--- src/rtl/multiword_add_seq_pkg.sv ---
`default_nettype none
// ============================================================================
// Module   : multiword_add_seq_pkg
// Purpose  : Shared types and helpers for the sequential multi-precision
//            adder/subtractor: controller state encoding, default slice
//            width, and slice-count / counter-width helpers.
// Revision : 1.0 - initial release
// ============================================================================
package multiword_add_seq_pkg;

    typedef enum logic [1:0] {
        IDLE = 2'd0,
        RUN  = 2'd1,
        DONE = 2'd2
    } state_t;

    localparam int SLICE_DEFAULT = 4;

    // Number of slice passes needed to cover a full operand.
    function automatic int num_slices(input int width, input int slice);
        return width / slice;
    endfunction

    // Slice counter width; at least one bit so N=1 still has a legal counter.
    function automatic int cnt_width(input int n);
        return (n <= 1) ? 1 : $clog2(n);
    endfunction

endpackage : multiword_add_seq_pkg
`default_nettype wire

--- src/rtl/multiword_add_seq_adder_slice.sv ---
`default_nettype none
// ============================================================================
// Module   : multiword_add_seq_adder_slice
// Purpose  : Combinational SLICE-bit ripple-carry adder shared by every pass
//            of the sequential multi-word adder.
// Ports    : a, b  - slice operands (SLICE bits)
//            cin   - carry into bit 0
//            s     - slice sum (SLICE bits)
//            cout  - carry out of the top bit
// Revision : 1.0 - initial release
// ============================================================================
module multiword_add_seq_adder_slice #(
    parameter int SLICE = 4
) (
    input  logic [SLICE-1:0] a,
    input  logic [SLICE-1:0] b,
    input  logic             cin,
    output logic [SLICE-1:0] s,
    output logic             cout
);

    logic [SLICE:0] w_carry;

    assign w_carry[0] = cin;

    for (genvar i = 0; i < SLICE; i++) begin : g_bit
        assign s[i]           = a[i] ^ b[i] ^ w_carry[i];
        assign w_carry[i + 1] = (a[i] & b[i]) | (w_carry[i] & (a[i] ^ b[i]));
    end

    assign cout = w_carry[SLICE];

endmodule : multiword_add_seq_adder_slice
`default_nettype wire

--- src/rtl/multiword_add_seq.sv ---
`default_nettype none
// ============================================================================
// Module   : multiword_add_seq
// Purpose  : Sequential multi-precision adder/subtractor. One SLICE-bit
//            ripple adder is reused for WIDTH/SLICE cycles, least-significant
//            slice first, with the slice carry registered between passes.
// Ports    : clk, reset      - clock, synchronous active-high reset
//            start           - request, taken when ready=1
//            a, b, cin, sub  - operands and mode, captured on accept
//            ready, busy     - controller status
//            done            - one-cycle result-valid pulse
//            s, cout, ovf    - result, final carry (sub: 1 = no borrow),
//                              signed overflow; held until the next DONE
// Revision : 1.0 - initial release
// ============================================================================
module multiword_add_seq
    import multiword_add_seq_pkg::*;
#(
    parameter int WIDTH = 16,
    parameter int SLICE = SLICE_DEFAULT
) (
    input  logic             clk,
    input  logic             reset,
    input  logic             start,
    input  logic [WIDTH-1:0] a,
    input  logic [WIDTH-1:0] b,
    input  logic             cin,
    input  logic             sub,
    output logic             ready,
    output logic             busy,
    output logic             done,
    output logic [WIDTH-1:0] s,
    output logic             cout,
    output logic             ovf
);

    localparam int N  = num_slices(WIDTH, SLICE);
    localparam int CW = cnt_width(N);
    localparam logic [CW-1:0] C_LAST = CW'(N - 1);

    if ((SLICE < 1) || ((WIDTH % SLICE) != 0)) begin : g_width_check
        $fatal(1, "multiword_add_seq: WIDTH must be a positive multiple of SLICE");
    end

    state_t           r_state;
    logic [WIDTH-1:0] r_a;
    logic [WIDTH-1:0] r_b;       // already inverted for subtraction
    logic [WIDTH-1:0] r_work;
    logic             r_carry;
    logic [CW-1:0]    r_cnt;

    logic [SLICE-1:0] w_sum;
    logic             w_cout;
    logic [WIDTH-1:0] w_work_next;
    int               w_base;

    assign w_base = int'(r_cnt) * SLICE;

    multiword_add_seq_adder_slice #(
        .SLICE (SLICE)
    ) u_slice (
        .a    (r_a[w_base +: SLICE]),
        .b    (r_b[w_base +: SLICE]),
        .cin  (r_carry),
        .s    (w_sum),
        .cout (w_cout)
    );

    // Working result with the current slice merged in; on the last pass this
    // is the complete sum, so it can be published in the same edge.
    always_comb begin
        w_work_next                   = r_work;
        w_work_next[w_base +: SLICE]  = w_sum;
    end

    always_ff @(posedge clk) begin
        if (reset) begin
            r_state <= IDLE;
            r_a     <= '0;
            r_b     <= '0;
            r_work  <= '0;
            r_carry <= 1'b0;
            r_cnt   <= '0;
            ready   <= 1'b1;
            busy    <= 1'b0;
            done    <= 1'b0;
            s       <= '0;
            cout    <= 1'b0;
            ovf     <= 1'b0;
        end else begin
            case (r_state)
                IDLE, DONE: begin
                    done <= 1'b0;
                    if (start) begin
                        r_a     <= a;
                        r_b     <= sub ? ~b : b;
                        r_carry <= sub | cin;
                        r_cnt   <= '0;
                        r_state <= RUN;
                        ready   <= 1'b0;
                        busy    <= 1'b1;
                    end else begin
                        r_state <= IDLE;
                    end
                end
                RUN: begin
                    r_work  <= w_work_next;
                    r_carry <= w_cout;
                    r_cnt   <= r_cnt + CW'(1);
                    if (r_cnt == C_LAST) begin
                        r_state <= DONE;
                        ready   <= 1'b1;
                        busy    <= 1'b0;
                        done    <= 1'b1;
                        s       <= w_work_next;
                        cout    <= w_cout;
                        // Operands share a sign but the result does not.
                        ovf     <= (r_a[WIDTH-1] == r_b[WIDTH-1]) &&
                                   (w_work_next[WIDTH-1] != r_a[WIDTH-1]);
                    end
                end
                default: begin
                    r_state <= IDLE;
                    ready   <= 1'b1;
                    busy    <= 1'b0;
                    done    <= 1'b0;
                end
            endcase
        end
    end

endmodule : multiword_add_seq
`default_nettype wire

--- config.mk ---
export PLATFORM = sky130hd
export DESIGN_NAME = multiword_add_seq
export DESIGN_NICKNAME = d
export VERILOG_FILES = /design/src/rtl/multiword_add_seq_pkg.sv /design/src/rtl/multiword_add_seq_adder_slice.sv /design/src/rtl/multiword_add_seq.sv
export SDC_FILE = /design/constraint.sdc
export NUM_CORES = 1
export LEC_CHECK = 0
export ABC_AREA = 1
export CAP_MARGIN = 20
export CORE_ASPECT_RATIO = 0.7
export CORE_MARGIN = 2
export CORE_UTILIZATION = 50
export DETAILED_ROUTE_END_ITERATION = 10
export DONT_BUFFER_PORTS = 1
export PLACE_DENSITY = 0.68
export SYNTH_ARGS = -nofsm -noshare
export SYNTH_HDL_FRONTEND = slang
export SYNTH_SLANG_ARGS = --single-unit
--- constraint.sdc ---
create_clock -name clk -period 3.3 [get_ports clk]
set_clock_uncertainty 0.1 [all_clocks]
set_input_delay 0.495 -clock clk [delete_from_list [all_inputs] [get_ports clk]]
set_output_delay 0.495 -clock clk [all_outputs]
set_load 0.05 [all_outputs]
==> out/metrics.cfg, run 1 <==
[power]
internal-power_mw = 1.377
total_leakage_power_nw = 1.749
switching_share_pct = 29.15
combPwrFrac_pct = 16.9
switchingPower_mw = 0.5666
max-vdd-ir-drop_mv = 0.2508
p_seq_share_pct = 51.2
p_clk_share_pct = 31.9
power_density_mw_per_mm2 = 528.7

[layout]
area_delta_synth_final_pct = 5.608
nFillCells = 705
layout.nets = 504
final-seq-area_mm2 = 0.001481
fin_cells = 555
drive_gt1_share_pct = 7.158
insertedDiodeCount = 0
fin_area_mm2 = 0.003676
multi_input_area_mm2 = 0.001585

[global_route]
grt_usage_pct = 21.77
grt_pass1_wl_um = 12890
antenna_found_initial = 0
first_global_vias = 2658
globalRouteOverflowTotal = 0
grt_max_degree = 50

[clock_tree]
clock_sinks = 74
cts_root_buf = clkbuf_8
clk_path_buf_depth = 2
cts_buffers = 9
cts-htree-levels = 3
holdBufCountCts = 0
clkTransAtPathRegs_ns = 0.07
cts_tree = done
worstSkewPairLatency_ns = 0.35

[worst_hold_path]
holdPathStages = 1
min_from = reset
hold_path_end = busy
hold_path.class = in -> reg

[logic_synthesis]
netlist_area_mm2 = 0.003481
synth_ff_type = dfxtp_1
ys_async_sr_fraction_pct = 0
syn-instance-count = 466
yosysMostFrequentCell = dfxtp_1
synth_top_cell_by_area = dfxtp_1
syn_nets = 513
synth-edff-count = 0
ys_top_cells_by_area = dfxtp_1 43%, o21ai_0 10%, inv_1 7.2%
synth_top_area_share_pct = 42.56
ys_seq_area_share_pct = 42.56
synth_common_cells = 74 x dfxtp_1, 72 x o21ai_0, 67 x inv_1, 53 x nand2_1, 50 x nor2_1
synth-seq-cells = 74
synth.avg_cell_area_um2 = 7.470
ys_warn_count = 0
ys_types = 27

[floorplanning]
io_pins = 58
rows = 25
start_util_pct = 51.52
coreArea_mm2 = 0.006756
die_area_mm2 = 0.007656
die_w_um = 103.7
die_h_um = 73.81

[detailed_routing]
ant_nets = 0
drt_first_pass_iters = 5
wl_per_cell_um = 14.25
drt_iter0_drc = 163
num_vias = 2918
viasPerCell = 5.258
drcViolationCount = 0
routed_wl_um = 7911

[timing]
max_slew.worst_pin.slew_ns = 0.6909
timing_hold_violations_final = 0
slew_headroom_pct = 53.87
setup_viol = 0
fin_crit_sh_pct = 93.17
period_minus_slack_ns = 3.074
fmax_ghz = 0.3253
drv_slew = 0

[placed_design]
dp_cells = 540
hpwl_um = 5450
gp_congestion = 0.8594
io_buffers = 0
dpl_cell_area_mm2 = 0.003496

[critical_path]
slowest_stage = fa_1
rrSetupSlack_ns = 0.23
worstSetupStartpointType = register
reg2reg_to = r_work[3]
cp_data_required_time_ns = 3.45
cp_num_buf_inv = 5
crit_arrival_ns = 3.22
crit_chain = buf_4 > nand2_1 > a32o_1 > fa_1 > inv_1 > fa_1 > inv_1 > fa_1 > inv_1 > fa_1 > nand4_1 > o21ai_0 > o21ai_0 > inv_1
cp-end-kind = register
crit_path_max_fanout = 6
r2r_cells = 14
cpPeakStageDelay_ns = 0.45
r2r_start = r_cnt[0]
critPathKind = reg -> reg
cp_top_family = adder cells

[flow_run]
drv_cap = 0

[outcome]
run_status = complete, no violations

-- power by group through the flow --
stage                     logic (mW)  clock network (mW)  registers [mW]
final                          0.328               0.621           0.994
after global routing           0.376               0.668           0.999
after CTS                      0.325               0.631           0.993
after detailed placement       0.323                   0            1.01
after global placement         0.316                   0            1.01
after floorplan                0.265                   0            1.00
-- per-stage QoR --
stage	power, mW	TNS [ns]	setup slack (ns)	hold slack, ns	utilization (%)
finish	1.944	0	0.2255	0.1124	54.41
global route	2.044	-0.009335	-0.009335	0.09233	54.41
floorplan	1.269	0	0.1923	0.3495	-
global placement	1.329	0	0.2968	0.3730	51.74
detailed placement	1.336	0	0.1930	0.3774	51.74
CTS	1.949	0	0.1824	0.09716	54.26
-- how the worst max path moves through the flow --
stage	cells after the start	endpoint	slack (ns)	startpoint
after floorplan	18	ovf	0.19	r_cnt[0]
after global placement	16	ovf	0.30	r_cnt[0]
after detailed placement	16	ovf	0.19	r_cnt[0]
after CTS	16	ovf	0.18	r_cnt[0]
after global routing	14	r_work[15]	-0.009	r_cnt[0]
final	14	r_work[3]	0.23	r_cnt[0]
-- cell families (layout without fill, tap and decap cells) --
logic type / count (synthesis) / after routing / synth area share (%)
compound gates: 145 / 145 / 22.03
xor+xnor: 16 / 16 / 4.026
fa+ha+maj: 10 / 10 / 4.457
buf+inv: 99 / 94 / 12.11
flops: 74 / 74 / 42.56
simple gates: 122 / 122 / 14.81
-- layout by cell type, fill, tap and decap left out, drive strengths merged --
cell / instances
nand3: 11
ha: 6
nand2: 56
a32o: 2
xnor2: 16
o21ai: 84
nor2: 51
a21oi: 39
inv: 73
buf: 6
o32ai: 1
o211ai: 1
a31oi: 1
o21a: 2
clkbuf: 12
clkinv: 3
o22ai: 15
fa: 4
nand4: 4
dfxtp: 74
-- layer usage --
layer	up-vias	global-route usage (%)	part of all wire [%]
li1	1485	-	-
met4	0	6.907	1.8
met2	98	32.52	41
met3	14	8.341	8.2
met5	-	0	0
met1	1321	29.30	49
-- layout make-up --
| type | count | share of cell area [%] |
|---|---|---|
| clock inverter | 3 | 0.4084 |
| tap | 94 | 3.199 |
| inverter | 73 | 7.522 |
| sequential | 74 | 40.30 |
| multi-input combinational | 293 | 43.12 |
| clock buffer | 12 | 4.221 |
| timing repair buffer | 6 | 1.225 |
-- repair_timing --
| item | 4_1_cts | 5_1_grt |
|---|---|---|
| hold endpoints to repair | 0 | 0 |
| buffers inserted | 0 | 0 |
| resized for setup | 0 | 5 |
| setup endpoints to repair | 0 | 7 |
-- sequential cells by signal, summed over array words and instances, names as in the netlist --
signal,flops
r_a,16
r_b,16
r_work,16
s,16
r_cnt,2
r_state,2
busy,1
cout,1
done,1
ovf,1
r_carry,1
ready,1
-- worst reg2reg max path: cells and delay by family (launching register included) --
kind,cells,cell delay (ns)
flip-flops,1,0.40
AND/OR/NAND/NOR,2,0.16
adder cells (fa/ha/maj),4,1.34
buffers and inverters,5,0.41
AO/OA/AOI/OAI,3,0.55
Power figures use the tool's default switching activity.
==> run 2, diff against run 1 <==
PLACE_DENSITY = 0.69   (was 0.68)
SKIP_CTS_REPAIR_TIMING = 1   (was unset)
==> run 2 against run 1 <==
- core utilization rose by 0.44 points
- clock power increased by 12%
- wire length up 3.1%
- via count grew 2.1%
- die area stayed put
- first-iteration DRC count is 26% higher
==> out/metrics.cfg, run 2 (same netlist as run 1, synthesis figures left out) <==
[timing]
slew_headroom_pct = 54.76  ; was 53.87%
hold_ws_ns = 0.1076  ; was 0.1124 ns
fmax_ghz = 0.3228  ; was 0.3253 GHz
rsz0062_at_grt = false
setup_viol = 0  ; unchanged
drv_slew = 0  ; unchanged
max_slew.worst_pin.slew_ns = 0.6776  ; was 0.6909 ns
timing_hold_violations_final = 0  ; unchanged
period_minus_slack_ns = 3.098  ; was 3.074 ns
fin_setup_tns_ns = 0  ; unchanged
fin_crit_sh_pct = 93.87  ; was 93.17%

[clock_tree]
clk_path_buf_depth = 2  ; unchanged
cts_buffers = 9  ; unchanged
cts-htree-levels = 3  ; unchanged
worstSkewPairLatency_ns = 0.35  ; about the same
clkTransAtPathRegs_ns = 0.08  ; was 0.07 ns
cts_root_buf = clkbuf_8  ; unchanged
cts_tree = done  ; unchanged
clock_sinks = 74  ; unchanged

[detailed_routing]
drt_iter0_drc = 205  ; was 163
viasPerCell = 5.348  ; was 5.258
drcViolationCount = 0  ; unchanged
routed_wl_um = 8157  ; was 7911 um
wl_per_cell_um = 14.64  ; was 14.25 um
num_vias = 2979  ; was 2,918
ant_nets = 0  ; unchanged
drt_first_pass_iters = 4  ; was 5

[flow_run]
drv_cap = 0  ; unchanged

[global_route]
grt_usage_pct = 22.27  ; was 21.77%
globalRouteOverflowTotal = 0  ; unchanged
antenna_found_initial = 0  ; unchanged
first_global_vias = 2673  ; was 2,658
grt_pass1_wl_um = 13250  ; was 12,890 um
grtUsageMet3_pct = 9.228  ; was 8.341%
grtUsageMet1_pct = 30.43  ; was 29.30%
grt_max_degree = 50  ; unchanged
grtUsageMet2_pct = 32.52  ; unchanged
busiest_layer = met2  ; unchanged

[floorplanning]
die_w_um = 103.7  ; unchanged
start_util_pct = 51.52  ; unchanged
die_h_um = 73.81  ; unchanged
io_pins = 58  ; unchanged
rows = 25  ; unchanged
die_area_mm2 = 0.007656  ; unchanged
coreArea_mm2 = 0.006756  ; unchanged

[power]
power_density_mw_per_mm2 = 545.5  ; was 528.7 mW/mm2
total_leakage_power_nw = 1.762  ; was 1.749 nW
max-vdd-ir-drop_mv = 0.2482  ; was 0.2508 mV

[critical_path]
slowest_stage = fa_1  ; unchanged
crit_path_max_fanout = 8  ; was 6
worstSetupStartpointType = register  ; unchanged
crit_arrival_ns = 3.24  ; was 3.22 ns
cp_data_required_time_ns = 3.44  ; was 3.45 ns
cp_common_cell = inv_1
cpPeakStageDelay_ns = 0.45  ; about the same
cp_top_family = adder cells  ; unchanged
crit_chain = buf_4 > nand2_1 > a32o_1 > fa_1 > inv_1 > fa_1 > inv_1 > fa_1 > inv_1 > fa_1 > inv_1 > nor2_1 > inv_1 > o22ai_1 > o21ai_1 > inv_1  ; was buf_4 > nand2_1 > a32o_1 > fa_1 > inv_1 > fa_1 > inv_1 > fa_1 > inv_1 > fa_1 > nand4_1 > o21ai_0 > o21ai_0 > inv_1
critPathKind = reg -> reg  ; unchanged
cp_num_buf_inv = 7  ; was 5
cp-end-kind = register  ; unchanged

[worst_hold_path]
hold_path.class = in -> reg  ; unchanged

[placed_design]
hpwl_um = 5570  ; was 5450 um
io_buffers = 0  ; unchanged
gp_congestion = 0.8302  ; was 0.8594

[layout]
insertedDiodeCount = 0  ; unchanged
layout.nets = 505  ; was 504
drive_gt1_share_pct = 7.343  ; was 7.158%
layout_commonest_cell = dfxtp_1  ; unchanged
nFillCells = 690  ; was 705
final_cell_mix = 73 x dfxtp_1, 71 x o21ai_0, 67 x inv_1, 53 x nand2_1, 50 x nor2_1  ; was 74 x dfxtp_1, 72 x o21ai_0, 66 x inv_1, 53 x nand2_1, 50 x nor2_1
fin_util_pct = 54.85  ; was 54.41%
area_delta_synth_final_pct = 6.470  ; was 5.608%

[outcome]
run_status = complete, no violations  ; unchanged

[run 2: cell count changes in the layout (fill, tap and decap cells not counted), sizes merged]
cell,change
buf,+1
clkinv,+1
clkbuf,-1
bufinv,+1
[run 2: cell type report]
type                            instances  area (um2)  area share (%)
Sequential cell                        74        1483           40.01
Multi-Input combinational cell        293        1582           42.67
Tap cell                               94       117.6           3.174
Timing Repair Buffer                    7       52.55           1.418
Inverter                               73       276.5           7.461
Clock inverter                          5       53.80           1.452
Clock buffer                           11       141.4           3.815
[run 2: final timing paths]
kind              startpoint          to  slack, ns  cells past startpoint
setup / recovery    r_cnt[0]  r_work[11]       0.20                     16
hold / removal         reset  r_state[0]       0.11                      1
setup reg to reg    r_cnt[0]  r_work[11]       0.20                     16
hold reg to reg       r_a[5]      r_a[5]       0.39                      2
[run 2: power by group]
part / switching, mW / leakage (nW) / internal, mW
clock network: 0.331 / 0.103 / 0.367
logic: 0.209 / 1.05 / 0.118
registers: 0.0436 / 0.608 / 0.953
[run 2: per-layer routing]
layer  vias up  wire [um]
met3         8        702
met5         -          0
li1       1487          -
met4         0         82
met1      1379       3983
met2       105       3389
[run 2: stage by stage]
step                      setup WS, ns  cells  power, mW  instance area, um2
final                           0.2022    557      2.022                3706
after global routing          0.007692    557      2.127                3706
after CTS                       0.2070    557      2.032                3699
after detailed placement        0.2300    541      1.336                3503
after global placement          0.3042    541      1.325                3503
after floorplan                 0.1923    466      1.269                3481
